<file path="config.mk">
export PLATFORM = sky130hd
export DESIGN_NAME = multicycle_seq
export DESIGN_NICKNAME = d
export VERILOG_FILES = /design/src/rtl/multicycle_seq.sv
export SDC_FILE = /design/constraint.sdc
export NUM_CORES = 1
export LEC_CHECK = 0
export BUFFER_PORTS_ARGS = -buffer_cell sky130_fd_sc_hd__buf_2
export CAP_MARGIN = 20
export CORE_MARGIN = 2
export CORE_UTILIZATION = 46
export CTS_BUF_LIST = sky130_fd_sc_hd__clkbuf_8
export CTS_CLUSTER_SIZE = 14
export DETAILED_ROUTE_END_ITERATION = 16
export GPL_TIMING_DRIVEN = 0
export HOLD_SLACK_MARGIN = 0.02
export MAX_ROUTING_LAYER = met4
export PLACE_DENSITY = 0.71
export SLEW_MARGIN = 20
export SYNTH_ARGS = -nofsm -noshare
export SYNTH_HDL_FRONTEND = slang
export SYNTH_SLANG_ARGS = --single-unit
export TNS_END_PERCENT = 50
</file>
<file path="constraint.sdc">
create_clock -name clk -period 1.65 [get_ports clk]
set_clock_uncertainty 0.1 [all_clocks]
set_input_delay 0.165 -clock clk [delete_from_list [all_inputs] [get_ports clk]]
set_output_delay 0.165 -clock clk [all_outputs]
set_load 0.05 [all_outputs]
</file>
<file path="src/rtl/multicycle_seq.sv">
// Multicycle instruction sequencer: FETCH/DECODE/EXEC/MEM/WB control strobes, retire counter, sticky trap.
// Optional MC_SEQ_TIMEOUT_EN adds an 8-bit bus wait counter that traps after 255 wait cycles.
module multicycle_seq (
    input  logic        clk,
    input  logic        rst_n,
    input  logic        run,
    input  logic        RegWrite,
    input  logic        MemRead,
    input  logic        MemWrite,
    input  logic        branch,
    input  logic        JAL,
    input  logic        JALR,
    input  logic        br_taken,
    input  logic        illegal,
    output logic        imem_req,
    input  logic        imem_ready,
    output logic        dmem_req,
    output logic        dmem_we,
    input  logic        dmem_ready,
    output logic        ir_we,
    output logic        pc_we,
    output logic        reg_we,
    output logic [1:0]  pc_sel,
    output logic [2:0]  state,
    output logic        trap,
    output logic        trap_cause,
    output logic [31:0] instret
);

    typedef enum logic [2:0] {
        S_IDLE   = 3'd0,
        S_FETCH  = 3'd1,
        S_DECODE = 3'd2,
        S_EXEC   = 3'd3,
        S_MEM    = 3'd4,
        S_WB     = 3'd5,
        S_TRAP   = 3'd6,
        S_BAD    = 3'd7
    } state_t;

    state_t      state_reg, state_next;
    logic        retire;
    logic [31:0] instret_reg;

`ifdef MC_SEQ_TIMEOUT_EN
    logic [7:0] wait_cnt_reg, wait_cnt_next;
    logic       cause_reg, cause_next;
    logic       timeout;
`endif

    always_comb begin
        state_next = state_reg;
        imem_req   = 1'b0;
        dmem_req   = 1'b0;
        dmem_we    = 1'b0;
        ir_we      = 1'b0;
        reg_we     = 1'b0;
        retire     = 1'b0;
        trap       = 1'b0;
`ifdef MC_SEQ_TIMEOUT_EN
        timeout    = 1'b0;
`endif
        case (state_reg)
            S_IDLE: begin
                if (run) state_next = S_FETCH;
            end
            S_FETCH: begin
                imem_req = 1'b1;
                if (imem_ready) begin
                    ir_we      = 1'b1;
                    state_next = S_DECODE;
                end
`ifdef MC_SEQ_TIMEOUT_EN
                else if (wait_cnt_reg == 8'hFF) begin
                    state_next = S_TRAP;
                    timeout    = 1'b1;
                end
`endif
            end
            S_DECODE: begin
                state_next = illegal ? S_TRAP : S_EXEC;
            end
            S_EXEC: begin
                if (MemRead | MemWrite) state_next = S_MEM;
                else if (RegWrite)      state_next = S_WB;
                else                    retire     = 1'b1;
            end
            S_MEM: begin
                dmem_req = 1'b1;
                dmem_we  = MemWrite;
                if (dmem_ready) begin
                    if (MemRead) state_next = S_WB;
                    else         retire     = 1'b1;
                end
`ifdef MC_SEQ_TIMEOUT_EN
                else if (wait_cnt_reg == 8'hFF) begin
                    state_next = S_TRAP;
                    timeout    = 1'b1;
                end
`endif
            end
            S_WB: begin
                reg_we = RegWrite;
                retire = 1'b1;
            end
            S_TRAP: begin
                trap = 1'b1;
            end
            default: begin
                state_next = S_IDLE;
            end
        endcase
        // Retire always finishes the instruction; run only decides what follows it.
        if (retire) state_next = run ? S_FETCH : S_IDLE;
    end

    assign pc_we = retire;

    always_comb begin
        pc_sel = 2'b00;
        if (retire) begin
            if (JALR)                           pc_sel = 2'b10;
            else if (JAL | (branch & br_taken)) pc_sel = 2'b01;
        end
    end

    always_ff @(posedge clk) begin
        if (!rst_n) begin
            state_reg   <= S_IDLE;
            instret_reg <= '0;
        end else begin
            state_reg <= state_next;
            if (retire) instret_reg <= instret_reg + 32'd1;
        end
    end

`ifdef MC_SEQ_TIMEOUT_EN
    // Any state change clears the count, so it starts at zero on every FETCH/MEM entry.
    always_comb begin
        wait_cnt_next = wait_cnt_reg;
        if (state_next != state_reg)
            wait_cnt_next = 8'd0;
        else if ((state_reg == S_FETCH && !imem_ready) || (state_reg == S_MEM && !dmem_ready))
            wait_cnt_next = wait_cnt_reg + 8'd1;
    end

    always_comb begin
        cause_next = cause_reg;
        if (state_reg != S_TRAP && state_next == S_TRAP) cause_next = timeout;
    end

    always_ff @(posedge clk) begin
        if (!rst_n) begin
            wait_cnt_reg <= 8'd0;
            cause_reg    <= 1'b0;
        end else begin
            wait_cnt_reg <= wait_cnt_next;
            cause_reg    <= cause_next;
        end
    end

    assign trap_cause = trap & cause_reg;
`else
    assign trap_cause = 1'b0;
`endif

    assign state   = state_reg;
    assign instret = instret_reg;

endmodule

</file>
; Yosys cells after proc, flatten, opt, wreduce, memory -nomap -nowiden
; Cells that the tools add are included.
; Widths: inputs -> output; s select.
[op_classes]
add_sub_neg = 1
eq_ne = 12
n_mux = 25
n_bitwise = 3
n_reduce_logical = 3
[ops]
columns = operator, n
row1 = $add 32x1->32 const B, 1
row2 = $mux 3, 8
row3 = $pmux 3 s6, 1
row4 = $mux 1, 13
row5 = $ne 3x3->1 const B, 4
row6 = $eq 3x3->1 const B, 3
row7 = $eq 3x2->1 const B, 2
row8 = $reduce_and 6->1, 1
row9 = $mux 2, 2
row10 = $ne 4x4->1 const B, 1
row11 = $eq 3x1->1 const B, 1
row12 = $logic_not 3->1, 1
row13 = $pmux 1 s3, 1
row14 = $ne 2x1->1 const B, 1
row15 = $or 1x1->1, 2
row16 = $reduce_or 2->1, 1
row17 = $and 1x1->1, 1
[word_totals]
reg_bits = 35
input_bits = 13
output_inout_bits = 45
elab_cells = 46

; Depth between registers and ports, before layout
[logic_depth]
ltp_word = 5
depth_mapped = 7

; Worst setup path after synthesis
; OpenSTA, ideal clock, no wires.
[synth_timing]
path_kind = register -> register
startpoint = reg state_reg[0], in the netlist state[0]
endpoint = reg state_reg[0], in the netlist state[0]
setup_time_ns = 0.123
arrival_ns = 3.065
path_slack_ns = -1.639
path_stages_with_launch = 7
path_buffers = 1
synth_period_minus_slack_ns = 3.289
cell_sequence = dfxtp_1 -> buf_2 -> inv_1 -> nor4b_1 -> a21oi_1 -> o221ai_1 -> o21ai_0
[synth_via]
elab_chain_cells = 4
word_cells_on_any_way = 18
cone_classes = eq/ne: 12 / mux: 3 / reduce/logical: 3
[synth_rtl]
columns = element, line
row1 = from (decl), 41  ; state_t state_reg, state_next;
row2 = from (signal assigned), 132  ; state_reg <= state_next;
row3 = $eq 3x3->1 or $eq 3x2->1 (tied branches), 63  ; case (state_reg)
row4 = $pmux 1 s3 or $reduce_or 2->1 (tied branches), -
row5 = $ne 4x4->1 (no line) (tied with other cells), -
row6 = $reduce_and 6->1 (no line) or $mux 3 (tied branches), -
; Several ways; a longest one is shown, not always the timed one.
; A chain may end at the register's enable or synchronous reset.

; Worst setup path after layout
[layout_timing]
startpoint = reg state_reg[2], in the netlist state[2]
endpoint = reg instret_reg[20], in the netlist instret[20]
[layout_via]
elab_chain_cells = 2
word_cells_on_any_way = 4
cone_classes = eq/ne: 3 / mux: 1
[layout_rtl]
columns = element, line
row1 = $eq 3x3->1 or $eq 3x2->1 (tied branches), 63
row2 = $pmux 1 s3 (*), 63
row3 = to (signal assigned), 133  ; if (retire) instret_reg <= instret_reg + 32'd1;
row4 = to (decl), 43  ; logic [31:0] instret_reg;
; Every way passes the cells marked *; elsewhere a longest branch is shown, timed or not.

==> load_flow_metrics.sql <==
INSERT INTO impl_metrics (metric_group, metric, value, unit) VALUES
('sta', 'totalNegativeSetupSlack', '-2350', 'ps'),
('cells_and_area', 'syn_to_final_growth', '61.2', '%'),
('sta', 'setup_viol', '31', ''),
('cells_and_area', 'final_cell_area', '0.00333', 'mm2'),
('synth', 'synthArstFlopShare', '0', '%'),
('power', 'ir_drop', '0.402', 'mV'),
('grt', 'grt_start_max_net_pins', '11', ''),
('floorplanning', 'standard_cell_row_count', '24', ''),
('cells_and_area', 'finalNonFillerCells', '379', ''),
('sta', 'max_slew_violation_total_from_the_final_report', '0', ''),
('clocking', 'htree_num_levels', '2', ''),
('clocking', 'numCtsBuffers', '5', ''),
('detailed_routing', 'finalWirelength', '6140', 'um'),
('synth', 'ys_seq_area_share', '34.0', '%'),
('floorplanning', 'ioPinCount', '58', ''),
('cells_and_area', 'largest_reg_flops', '32', ''),
('place', 'dpl_cell_area', '0.00270', 'mm2'),
('synth', 'yosys-top-cells-area', 'dfxtp_1 (34%), xnor2_1 (9.3%), a2111oi_4 (6.7%)', ''),
('power', 'power_report.internal_total', '1.34', 'mW'),
('detailed_routing', 'via_count', '2062', ''),
('clocking', 'clock_sinks', '35', ''),
('cells_and_area', 'drive_above_1_share', '58.1', '%'),
('min_path', 'hold_class', 'primary input to flop', ''),
('synth', 'synth.top_cell.area_share', '34.0', '%'),
('synth', 'post_synth_mux_area_share', '1.46', '%'),
('floorplanning', 'fp.dieW', '71.0', 'um'),
('setup_path', 'worst_setup_path_end_kind', 'flop', ''),
('detailed_routing', 'drcViolationCount', '0', ''),
('synth', 'yosysWarnings', '0', ''),
('synth', 'synth.distinct_cells', '52', ''),
('power', 'p_sw', '0.569', 'mW'),
('setup_path', 'crit_path_start_kind', 'flop', ''),
('outcome', 'violations_in_the_final_reports', 'setup timing', ''),
('place', 'routability_congestion_estimate', '0.785', ''),
('flow_run', 'cap_viol_max_count', '0', ''),
('outcome', 'result_of_the_run', 'finished with violations', ''),
('clocking', 'postCtsHoldBufs', '0', ''),
('power', 'seq_power_share', '44.3', '%'),
('sta', 'f_max', '553', 'MHz'),
('synth', 'synthesis.area_per_instance', '9.13', 'um2'),
('sta', 'timing.final.crit_period', '1810', 'ps'),
('floorplanning', 'die_area', '0.00504', 'mm2'),
('clocking', 'clkSlewWorstSetupHoldPaths', '70', 'ps'),
('setup_path', 'critical_path_arrival', '1870', 'ps'),
('setup_path', 'crit_path_max_fanout', '4', ''),
('sta', 'maxSlewHeadroom', '62.1', '%'),
('place', 'port-buffer-count', '56', ''),
('sta', 'grt_setup_unrepaired', 'yes', ''),
('synth', 'dominantRegCellSynth', 'dfxtp_1', ''),
('floorplanning', 'dieHeight', '71.0', 'um'),
('sta', 'timing.final.hold_violations', '0', ''),
('power', 'p_sw_share', '29.8', '%'),
('synth', 'synth-compound-area-share', '22.1', '%'),
('power', 'comb_power_share', '19.8', '%'),
('clocking', 'cts_buffer_depth', '2', ''),
('clocking', 'insertion_delay', '290', 'ps'),
('synth', 'yosys.area_share.simple', '26.8', '%'),
('clocking', 'clk_root_buffer_cell', 'clkbuf_8', ''),
('synth', 'yosys_register_bits', '35', ''),
('sta', 'final.setup.worst_slack', '-157', 'ps'),
('synth', 'yosys.area_share.xor_xnor', '9.76', '%'),
('floorplanning', 'core', '0.00432', 'mm2'),
('detailed_routing', 'detail_route.wl_per_cell', '16.2', 'um'),
('power', 'power.leakage', '1.27', 'nW'),
('synth', 'synth_cells', '226', ''),
('power', 'power.clock.fraction', '35.9', '%'),
('sta', 'final.period_utilization', '110', '%'),
('grt', 'first_global_vias', '1937', ''),
('grt', 'grt_overflow_total', '0', ''),
('power', 'power.density_cell_area', '574', 'mW/mm2'),
('synth', 'synth.most_common_cell', 'dfxtp_1', '');
## layout make-up
cell class	count	area [um2]	share of cell area, %
repair buffers	94	688	20.7
flip-flops and latches	35	796	23.9
inverters	12	50.0	1.50
clock buffers	7	96.3	2.90
clock inverters	1	3.75	0.113
well taps	52	65.1	1.96
plain buffers	8	81.3	2.44
multi-input cells	170	1550	46.5
## power groups by stage
stage	registers [mW]	clock network, mW	logic [mW]
2_1_floorplan	0.898	0	0.209
3_5_place_dp	0.856	0	0.322
6_report	0.846	0.684	0.378
3_3_place_gp	0.856	0	0.319
5_1_grt	0.848	0.733	0.401
4_1_cts	0.845	0.695	0.365
## final timing paths
path | from | to | slack, ps | depth (start not counted)
min | run | state[0]$_SDFFE_PN0P_ | 40 | 3
max | state[2]$_SDFFE_PN0P_ | instret[20]$_SDFFE_PN0P_ | -160 | 7
max reg2reg | state[2]$_SDFFE_PN0P_ | instret[20]$_SDFFE_PN0P_ | -160 | 7
min reg2reg | instret[31]$_SDFFE_PN0P_ | instret[31]$_SDFFE_PN0P_ | 380 | 2
## routing by layer
| layer | vias up | part of all wire, % | track usage (%) |
|---|---|---|---|
| met5 | - | 0 | - |
| li1 | 1012 | - | - |
| met2 | 47 | 51 | 39.0 |
| met3 | 14 | 4.1 | 4.56 |
| met1 | 989 | 43 | 28.9 |
| met4 | 0 | 1.9 | 8.81 |
## placed cells by master, fill, tap and decap left out, types with 3 or more instances in the layout
cell type	synthesis	layout
xnor2_1	22	21
inv_1	10	10
buf_6	2	6
dfxtp_4	0	24
nor2_1	29	28
buf_4	1	32
buf_12	0	6
a211oi_2	2	5
a2111oi_4	5	10
and2_4	0	3
o21a_1	3	3
mux2i_1	3	3
buf_2	3	49
clkbuf_1	4	3
dfxtp_2	0	4
nand2b_1	3	3
nand2_1	15	14
a21oi_1	12	10
clkbuf_8	0	7
buf_8	0	3
nand3_1	11	8
dfxtp_1	35	7
nand4_1	7	7
## cell families (layout without fill, tap and decap cells)
| kind of cell | count (synthesis) | after routing |
|---|---|---|
| flops | 35 | 35 |
| other cells | 1 | 1 |
| simple gates | 97 | 98 |
| compound gates | 44 | 44 |
| fa+ha+maj | 1 | 1 |
| xor+xnor | 23 | 23 |
| mux | 3 | 3 |
| buf+inv | 22 | 122 |
## timing repair
item	CTS	global route
resized for setup	28	15
cloned	1	1
setup buffers	23	14
setup endpoints to repair	36	37
pin swaps	20	25
## through the flow
stage          hold slack [ps]  power (mW)  utilization, %  setup slack (ps)
2_1_floorplan              194        1.11               -              -221
3_3_place_gp               340        1.17            62.3              -327
3_5_place_dp               341        1.18            62.3              -353
4_1_cts                   37.3        1.91            72.5              -166
5_1_grt                   51.6        1.98            76.9              -233
6_report                  35.9        1.91            76.9              -157
## worst max-delay path, stage by stage, from the launching register on
cell	delay, ps
dfxtp_4	360
nor4_4	170
buf_6	170
nand4_4	140
buf_12	180
a2111oi_4	310
xnor2_1	180
nor2_1	70
Power figures use the tool's default switching activity.
